--- config.mk ---
export PLATFORM = sky130hd
export DESIGN_NAME = haraka_serializer_flat
export DESIGN_NICKNAME = d
export VERILOG_FILES = /design/src/rtl/haraka_serializer_if.sv /design/src/rtl/haraka_serializer.sv /design/src/flat_wrapper.sv
export SDC_FILE = /design/constraint.sdc
export NUM_CORES = 1
export LEC_CHECK = 0
export ABC_AREA = 0
export CAP_MARGIN = 20
export CORE_ASPECT_RATIO = 1.5
export CORE_MARGIN = 2
export CORE_UTILIZATION = 47
export CTS_CLUSTER_DIAMETER = 200
export DETAILED_ROUTE_END_ITERATION = 8
export HOLD_SLACK_MARGIN = 0.06
export PLACE_DENSITY = 0.75
export SYNTH_ARGS = -nofsm -noshare
export SYNTH_HDL_FRONTEND = slang
export SYNTH_SLANG_ARGS = --single-unit
--- constraint.sdc ---
create_clock -name clk -period 1.85 [get_ports clk]
set_input_delay 0.2775 -clock clk [delete_from_list [all_inputs] [get_ports clk]]
set_output_delay 0.2775 -clock clk [all_outputs]
set_load 0.01 [all_outputs]
--- src/rtl/haraka_serializer_if.sv ---
// Handshake bundle between the Haraka sponge permutation, the serializer and the serial sink.
// The slave modport is the serializer's view; the master modport is the surrounding logic's view.
interface haraka_serializer_if #(
    parameter int unsigned INWIDTH  = 256,
    parameter int unsigned OUTWIDTH = 1
);
    logic                start;
    logic [15:0]         out_len;
    logic [INWIDTH-1:0]  block_in;
    logic                block_valid;
    logic                block_ready;
    logic                squeeze_req;
    logic [OUTWIDTH-1:0] serial_out;
    logic                serial_valid;
    logic                serial_ready;
    logic                busy;
    logic                done;

    modport slave (
        input  start, out_len, block_in, block_valid, serial_ready,
        output block_ready, squeeze_req, serial_out, serial_valid, busy, done
    );

    modport master (
        output start, out_len, block_in, block_valid, serial_ready,
        input  block_ready, squeeze_req, serial_out, serial_valid, busy, done
    );
endinterface

--- src/rtl/haraka_serializer.sv ---
// Squeeze-side serializer: pulls INWIDTH-bit blocks from the permutation on demand and
// streams out_len words of OUTWIDTH bits each, LSB first, with a valid/ready sink handshake.
module haraka_serializer #(
    parameter int unsigned INWIDTH  = 256,
    parameter int unsigned OUTWIDTH = 1
) (
    input  logic                clk,
    input  logic                clear,
    haraka_serializer_if.slave  bus
);
    localparam int unsigned WORDS = INWIDTH / OUTWIDTH;
    localparam int unsigned CW    = (WORDS > 1) ? $clog2(WORDS) : 1;
    localparam logic [CW-1:0] LAST_WORD = CW'(WORDS - 1);

    typedef enum logic [1:0] {
        IDLE,
        WAIT_BLOCK,
        SHIFT,
        DONE
    } state_e;

    state_e             state_q, state_d;
    logic [INWIDTH-1:0] sreg_q, sreg_d;
    logic [15:0]        remaining_q, remaining_d;
    logic [CW-1:0]      word_cnt_q, word_cnt_d;
    logic               squeeze_q, squeeze_d;

    always_ff @(posedge clk) begin
        if (clear) begin
            state_q     <= IDLE;
            sreg_q      <= '0;
            remaining_q <= '0;
            word_cnt_q  <= '0;
            squeeze_q   <= 1'b0;
        end else begin
            state_q     <= state_d;
            sreg_q      <= sreg_d;
            remaining_q <= remaining_d;
            word_cnt_q  <= word_cnt_d;
            squeeze_q   <= squeeze_d;
        end
    end

    always_comb begin
        state_d     = state_q;
        sreg_d      = sreg_q;
        remaining_d = remaining_q;
        word_cnt_d  = word_cnt_q;
        squeeze_d   = 1'b0;

        unique case (state_q)
            IDLE: begin
                if (bus.start) begin
                    if (bus.out_len != 16'd0) begin
                        state_d     = WAIT_BLOCK;
                        remaining_d = bus.out_len;
                        squeeze_d   = 1'b1;
                    end else begin
                        state_d = DONE;
                    end
                end
            end
            WAIT_BLOCK: begin
                if (bus.block_valid) begin
                    sreg_d     = bus.block_in;
                    word_cnt_d = '0;
                    state_d    = SHIFT;
                end
            end
            SHIFT: begin
                if (bus.serial_ready) begin
                    sreg_d      = sreg_q >> OUTWIDTH;
                    remaining_d = remaining_q - 16'd1;
                    word_cnt_d  = word_cnt_q + 1'b1;
                    // Session end wins over block exhaustion so no surplus block is requested.
                    if (remaining_q == 16'd1) begin
                        state_d = DONE;
                    end else if (word_cnt_q == LAST_WORD) begin
                        state_d   = WAIT_BLOCK;
                        squeeze_d = 1'b1;
                    end
                end
            end
            DONE: begin
                state_d = IDLE;
            end
            default: begin
                state_d = IDLE;
            end
        endcase
    end

    assign bus.block_ready  = (state_q == WAIT_BLOCK);
    assign bus.serial_valid = (state_q == SHIFT);
    assign bus.serial_out   = sreg_q[OUTWIDTH-1:0];
    assign bus.busy         = (state_q != IDLE);
    assign bus.done         = (state_q == DONE);
    assign bus.squeeze_req  = squeeze_q;
endmodule

--- src/flat_wrapper.sv ---
// flat-port wrapper written by rule: the top's interface ports become plain ports
module haraka_serializer_flat 
#(
    parameter int unsigned INWIDTH  = 256,
    parameter int unsigned OUTWIDTH = 1
)
  (clk, clear, bus_start, bus_out_len, bus_block_in, bus_block_valid, bus_serial_ready, bus_block_ready, bus_squeeze_req, bus_serial_out, bus_serial_valid, bus_busy, bus_done);
  haraka_serializer_if #(.INWIDTH(INWIDTH), .OUTWIDTH(OUTWIDTH)) bus_i ();
  input  logic clk;
  input  logic clear;
  input wire logic [$bits(bus_i.start)-1:0] bus_start;
  input wire logic [$bits(bus_i.out_len)-1:0] bus_out_len;
  input wire logic [$bits(bus_i.block_in)-1:0] bus_block_in;
  input wire logic [$bits(bus_i.block_valid)-1:0] bus_block_valid;
  input wire logic [$bits(bus_i.serial_ready)-1:0] bus_serial_ready;
  output wire logic [$bits(bus_i.block_ready)-1:0] bus_block_ready;
  output wire logic [$bits(bus_i.squeeze_req)-1:0] bus_squeeze_req;
  output wire logic [$bits(bus_i.serial_out)-1:0] bus_serial_out;
  output wire logic [$bits(bus_i.serial_valid)-1:0] bus_serial_valid;
  output wire logic [$bits(bus_i.busy)-1:0] bus_busy;
  output wire logic [$bits(bus_i.done)-1:0] bus_done;
  assign bus_i.start = bus_start;
  assign bus_i.out_len = bus_out_len;
  assign bus_i.block_in = bus_block_in;
  assign bus_i.block_valid = bus_block_valid;
  assign bus_i.serial_ready = bus_serial_ready;
  assign bus_block_ready = bus_i.block_ready;
  assign bus_squeeze_req = bus_i.squeeze_req;
  assign bus_serial_out = bus_i.serial_out;
  assign bus_serial_valid = bus_i.serial_valid;
  assign bus_busy = bus_i.busy;
  assign bus_done = bus_i.done;
  haraka_serializer #(.INWIDTH(INWIDTH), .OUTWIDTH(OUTWIDTH)) u_core (.clk(clk), .clear(clear), .bus(bus_i));
endmodule
; Yosys cells after proc, flatten, opt, wreduce, memory -nomap -nowiden
; Index checks and enable logic that the tools add are counted.
[totals]
in_bits = 277
wordCells = 48
register_bits = 283
[classes]
n_mux = 23
n_reduce_logical = 8
n_addsub = 2
n_eq_ne = 10
[ops]
columns = cell, n
row1 = 256-bit two-way mux, 2
row2 = 256-bit one-hot mux with 2 select lines, 1
row3 = 16-bit two-way mux, 3
row4 = 16-bit one-hot mux with 2 select lines, 1
row5 = "16-bit by 1-bit equality test with 1-bit output, second input constant", 1
row6 = 8-bit two-way mux, 2
row7 = 8-bit one-hot mux with 2 select lines, 1
row8 = 16-bit nonzero test, 1
row9 = "16-bit by 1-bit subtractor with 16-bit output, second input constant", 1
row10 = 2-bit two-way mux, 6
row11 = "8-bit by 1-bit adder with 8-bit output, second input constant", 1
row12 = "8-bit equality test, second input constant", 1
row13 = 2-bit one-hot mux with 4 select lines, 1
row14 = 4-bit AND reduction, 2
row15 = "2-bit inequality test, second input constant", 3
row16 = 2-bit nonzero test, 3
row17 = 1-bit two-way mux, 5
row18 = "2-bit equality test, second input constant", 2
row19 = "3-bit by 1-bit inequality test with 1-bit output, second input constant", 1
row20 = 3-bit AND reduction, 1
row21 = "2-bit by 1-bit equality test with 1-bit output, second input constant", 1
row22 = 2-bit zero test, 1
row23 = "2-bit by 1-bit inequality test with 1-bit output, second input constant", 1
row24 = 1-bit one-hot mux with 2 select lines, 1

; Depth between registers and ports, before layout
[depth]
depth_word = 5
depth_mapped = 8

; Least setup slack after synthesis
; OpenSTA, ideal clock, no wires.
[synth_path]
kind = register to register
start = register u_core.remaining_q[0]
end = register u_core.remaining_q[12]
setup_slack_ns = 0.055
setup_time_ns = 0.138
arrival_time_ns = 1.657
t_required_ns = 1.712
stages_incl_launch_ff = 8
path_cell_list = dfxtp_1 inv_1 ha_1 nor2b_1 nand3_1 or3_1 o311ai_1 a21oi_1
[synth_between]
elab_chain_len = 3
[synth_lines]
columns = element, line_no
row1 = from (decl), haraka_serializer.sv:24  ; logic [15:0] remaining_q, remaining_d;
row2 = from (signal assigned), haraka_serializer.sv:38  ; remaining_q <= remaining_d;
row3 = 16-bit by 1-bit subtractor with 16-bit output, haraka_serializer.sv:73  ; remaining_d = remaining_q - 16'd1;
row4 = 16-bit two-way mux, haraka_serializer.sv:71  ; if (bus.serial_ready) begin
row5 = 16-bit one-hot mux with 2 select lines, haraka_serializer.sv:51  ; unique case (state_q)
; No other way between the ends. The select of a mux whose other input is x is not followed.
; A chain may end at the register's enable or synchronous reset.

; Final worst setup path
[layout_path]
start = register u_core.state_q[1]
end = output bus_busy
[layout_between]
elab_chain_len = 1
[layout_lines]
columns = element, line_no
row1 = from (decl), haraka_serializer.sv:22  ; state_e state_q, state_d;
row2 = from (signal assigned), haraka_serializer.sv:36  ; state_q <= state_d;
row3 = 2-bit nonzero test, haraka_serializer.sv:96  ; assign bus.busy = (state_q != IDLE);
row4 = to (decl), flat_wrapper.sv:20  ; output wire logic [$bits(bus_i.busy)-1:0] bus_busy;
; No other way between the ends.

==> impl_results.md <==
* Antenna-violating nets left at 0
* Design Area, Final at around 0.019 mm^2
* Crit-path leading delay family: buffers and inverters
* Total global routing overflow at 0
* Placeable Area at 0.0301 mm^2
* P&R area growth vs syn at 32.2%
* M1 wire length at approximately 15000 um
* Combinational share of power at 0.438
* CTS Buffer Depth at 3
* Maximum vdd drop at approximately 0.73 mV
* Final Hold Vio Count at 0
* Final worst slack at between 0.07 and 0.08 ns
* CTS tree: done
* Synth Register Bits at 283
* RSZ-0062 raised after global routing: no
* Wire per inst at around 16 um
* Post-placement cell area at about 0.018 mm^2
* Starting Density at 0.474
* Die X at about 150 um
* Worst Setup Path Type: register to output pin
* Pin count of the biggest net entering global routing at 104
* Final net count at ~2200
* Clk_skew at slightly below 0.007 ns
* Clk pwr share at 0.220
* Pwr dens at about 1400 mW/mm^2
* Number of fill cells in the layout at roughly 2500
* Ys async rst share at 0
* Worst skew pair latency at between 0.5 and 0.6 ns
* Most frequent cells after synthesis: nand2_1, dfxtp_1, nor2_1, a311oi_2, clkbuf_1
* Pre-Repair DR Iteration Count at 5
* Most frequent cell after synthesis: nand2_1
* Routed wl met2 at 19400 um
* Final count of negative-setup-slack endpoints at 0
* Critical path data required time at between 1.5 and 2 ns
* Cell taking the most area after synthesis: dfxtp_1
* First-pass GRT wire length at a little over 60000 um
* Dpl hpwl at about 26000 um
* Slowest cell on the critical path: dfxtp_4
* Root buf cell: clkbuf_16
* Top-area cell type share of the netlist area at 0.397
* CP arrival at around 1.5 ns
* Worst Tran Pin Value at 0.478 ns
* Crit. End Element: output pin
* Die area at between 0.03 and 0.04 mm^2
* Switching Share at 0.383
* Syn Inst Count at approximately 1600
* HP Class: input port to register
* Uppermost layer routed: met4
* Clock net sink count at roughly 280
* CTS Buf Count at 28
* Via density at roughly 5.5
* Internal power at 16.4 mW
* Flop pwr share at 0.343
* All-layer global routing usage at 0.230
* Setup crit start kind: register
* Antenna violations before repair at 1
* Routed via count at about 13000
* Post-synthesis sequential area ratio at 0.397
* Yosys cell types at 59
* R2R Setup Slk at approximately 0.11 ns
* Port-buffer cells at 282
* Post-synth net total at ~1900
* Drt drc at 0
* Row count at between 70 and 80
* Yosys warns at 0
* Max Fclk at 563 MHz
* Synth area leaders: dfxtp_1, a311oi_2, nand2_1
* Share of layout cells above drive strength 1 at 0.222
* Vias in the first global route at ~13000
* Total length of routed wires at 37200 um
* P_sw at a little over 10 mW
* Critical path, cell by cell: buf_4 > nor2_4 > inv_2 > clkdlybuf4s15_2
* Final worst-path cycle share at 0.960
* GP Congestion at 0.833
* Crit Path Max Fanout at 9
* Critical path's largest stage delay at approximately 0.38 ns
* Min cycle time layout at around 1.8 ns
* H-tree Lvls at 1
* Critical path buffer and inverter count at 3
* DR iter-0 viols at approximately 600
* Post-Syn Area at 0.0143 mm^2
* Worst slack at placement at -0.192 ns
* Routed wl met3 at about 1600 um
* Max-cap viol count at 0
* Clock-pin slew on the worst setup and hold paths at approximately 0.060 ns
* IO Pins at ~280
* Synth Flop Type: dfxtp_1
* Slew headroom at 0.681
* EDFF count, synth at 0
* Syn Area/Cell at between 8 and 9 um^2
* Final Max Tran Viols at 0
* Status: complete, no violations
* Leakage at between 6 and 7 nW
* Die height at 217 um
## path summary, 6_finish.rpt
check | from | to | depth (start not counted)
max | u_core.state_q[1] | bus_busy | 4
min | clear | u_core.sreg_q[255] | 2
max reg2reg | u_core.remaining_q[3] | u_core.state_q[0] | 7
min reg2reg | u_core.remaining_q[15] | u_core.remaining_q[15] | 2
## per-stage QoR
| step | power [mW] | setup TNS, ns | cells | hold slack (ns) | util |
|---|---|---|---|---|---|
| 2_1_floorplan | 17.5 | 0 | 1638 | 0.438 | - |
| 3_3_place_gp | 20.2 | -25.58 | 2260 | 0.459 | 0.593 |
| 3_5_place_dp | 20.6 | -34.01 | 2260 | 0.472 | 0.593 |
| 4_1_cts | 26.5 | 0 | 2310 | 0.130 | 0.625 |
| 5_1_grt | 28.2 | 0 | 2315 | 0.177 | 0.627 |
| 6_report | 26.5 | 0 | 2316 | 0.160 | 0.627 |
## cells in the final DEF, fill, tap and decap left out, types with 6 or more instances in the layout
cell,count
buf_12,27
nand3_1,14
nor3_1,6
clkdlybuf4s50_1,277
a311oi_2,250
clkbuf_16,29
dfxtp_1,280
o21ai_0,7
nand2_1,534
clkbuf_8,6
clkinv_2,7
a21oi_1,19
xor2_1,6
buf_4,70
nor2_1,277
nand4_1,6
## final cells by class
cell class / instances / area [um^2] / share of cell area
multi-input combinational: 1195 / 7790 / 0.413
antenna: 2 / 5.00 / 0.000266
clock inverter: 14 / 133 / 0.00704
inverter: 6 / 30.0 / 0.00159
clock buffer: 36 / 812 / 0.0431
sequential: 283 / 5670 / 0.301
tap: 400 / 500 / 0.0266
timing repair buffer: 380 / 3900 / 0.207
## what timing repair did
action,in CTS,in global routing
hold buffers,0,0
buffers inserted,0,4
resized for setup,13,8
setup endpoints to repair,5,3
## per-layer routing
layer / up-vias / global-route usage
met5: - / 0
met4: 0 / 0.110
met3: 87 / 0.0256
met2: 333 / 0.419
met1: 6091 / 0.267
li1: 6248 / -
## worst register-to-register path, cell delays in order, from the launching register on
cell,delay (ns)
dfxtp_1,0.34
nor4_2,0.25
buf_4,0.18
buf_4,0.15
nand4_4,0.09
a311o_1,0.41
xor2_1,0.16
nor2_1,0.05
## logic make-up (layout without fill, tap and decap cells)
| family | count (synthesis) | after routing | share of synthesized area |
|---|---|---|---|
| AND/OR/NAND/NOR | 868 | 868 | 0.241 |
| multiplexers | 2 | 2 | 0.00149 |
| adder cells (fa/ha/maj) | 3 | 3 | 0.00263 |
| other | 0 | 2 | 0 |
| buffers and inverters | 160 | 436 | 0.0592 |
| flip-flops | 283 | 283 | 0.397 |
| AO/OA/AOI/OAI | 313 | 313 | 0.293 |
| XOR/XNOR | 9 | 9 | 0.00553 |
## state kept, by name, indices dropped and copies added (netlist names)
register and flops:
u_core.word_cnt_q 8, u_core.sreg_q 256, u_core.state_q 2, u_core.remaining_q 16, u_core.bus.squeeze_req 1
## power groups by stage
stage               clock [mW]  combinational, mW  sequential (mW)
global route              6.18               12.7             9.31
detailed placement           0               11.5             9.14
CTS                       5.94               11.6             9.05
floorplan                    0               8.62             8.87
finish                    5.82               11.6             9.08
global placement             0               11.1             9.08
Power figures use the tool's default switching activity.
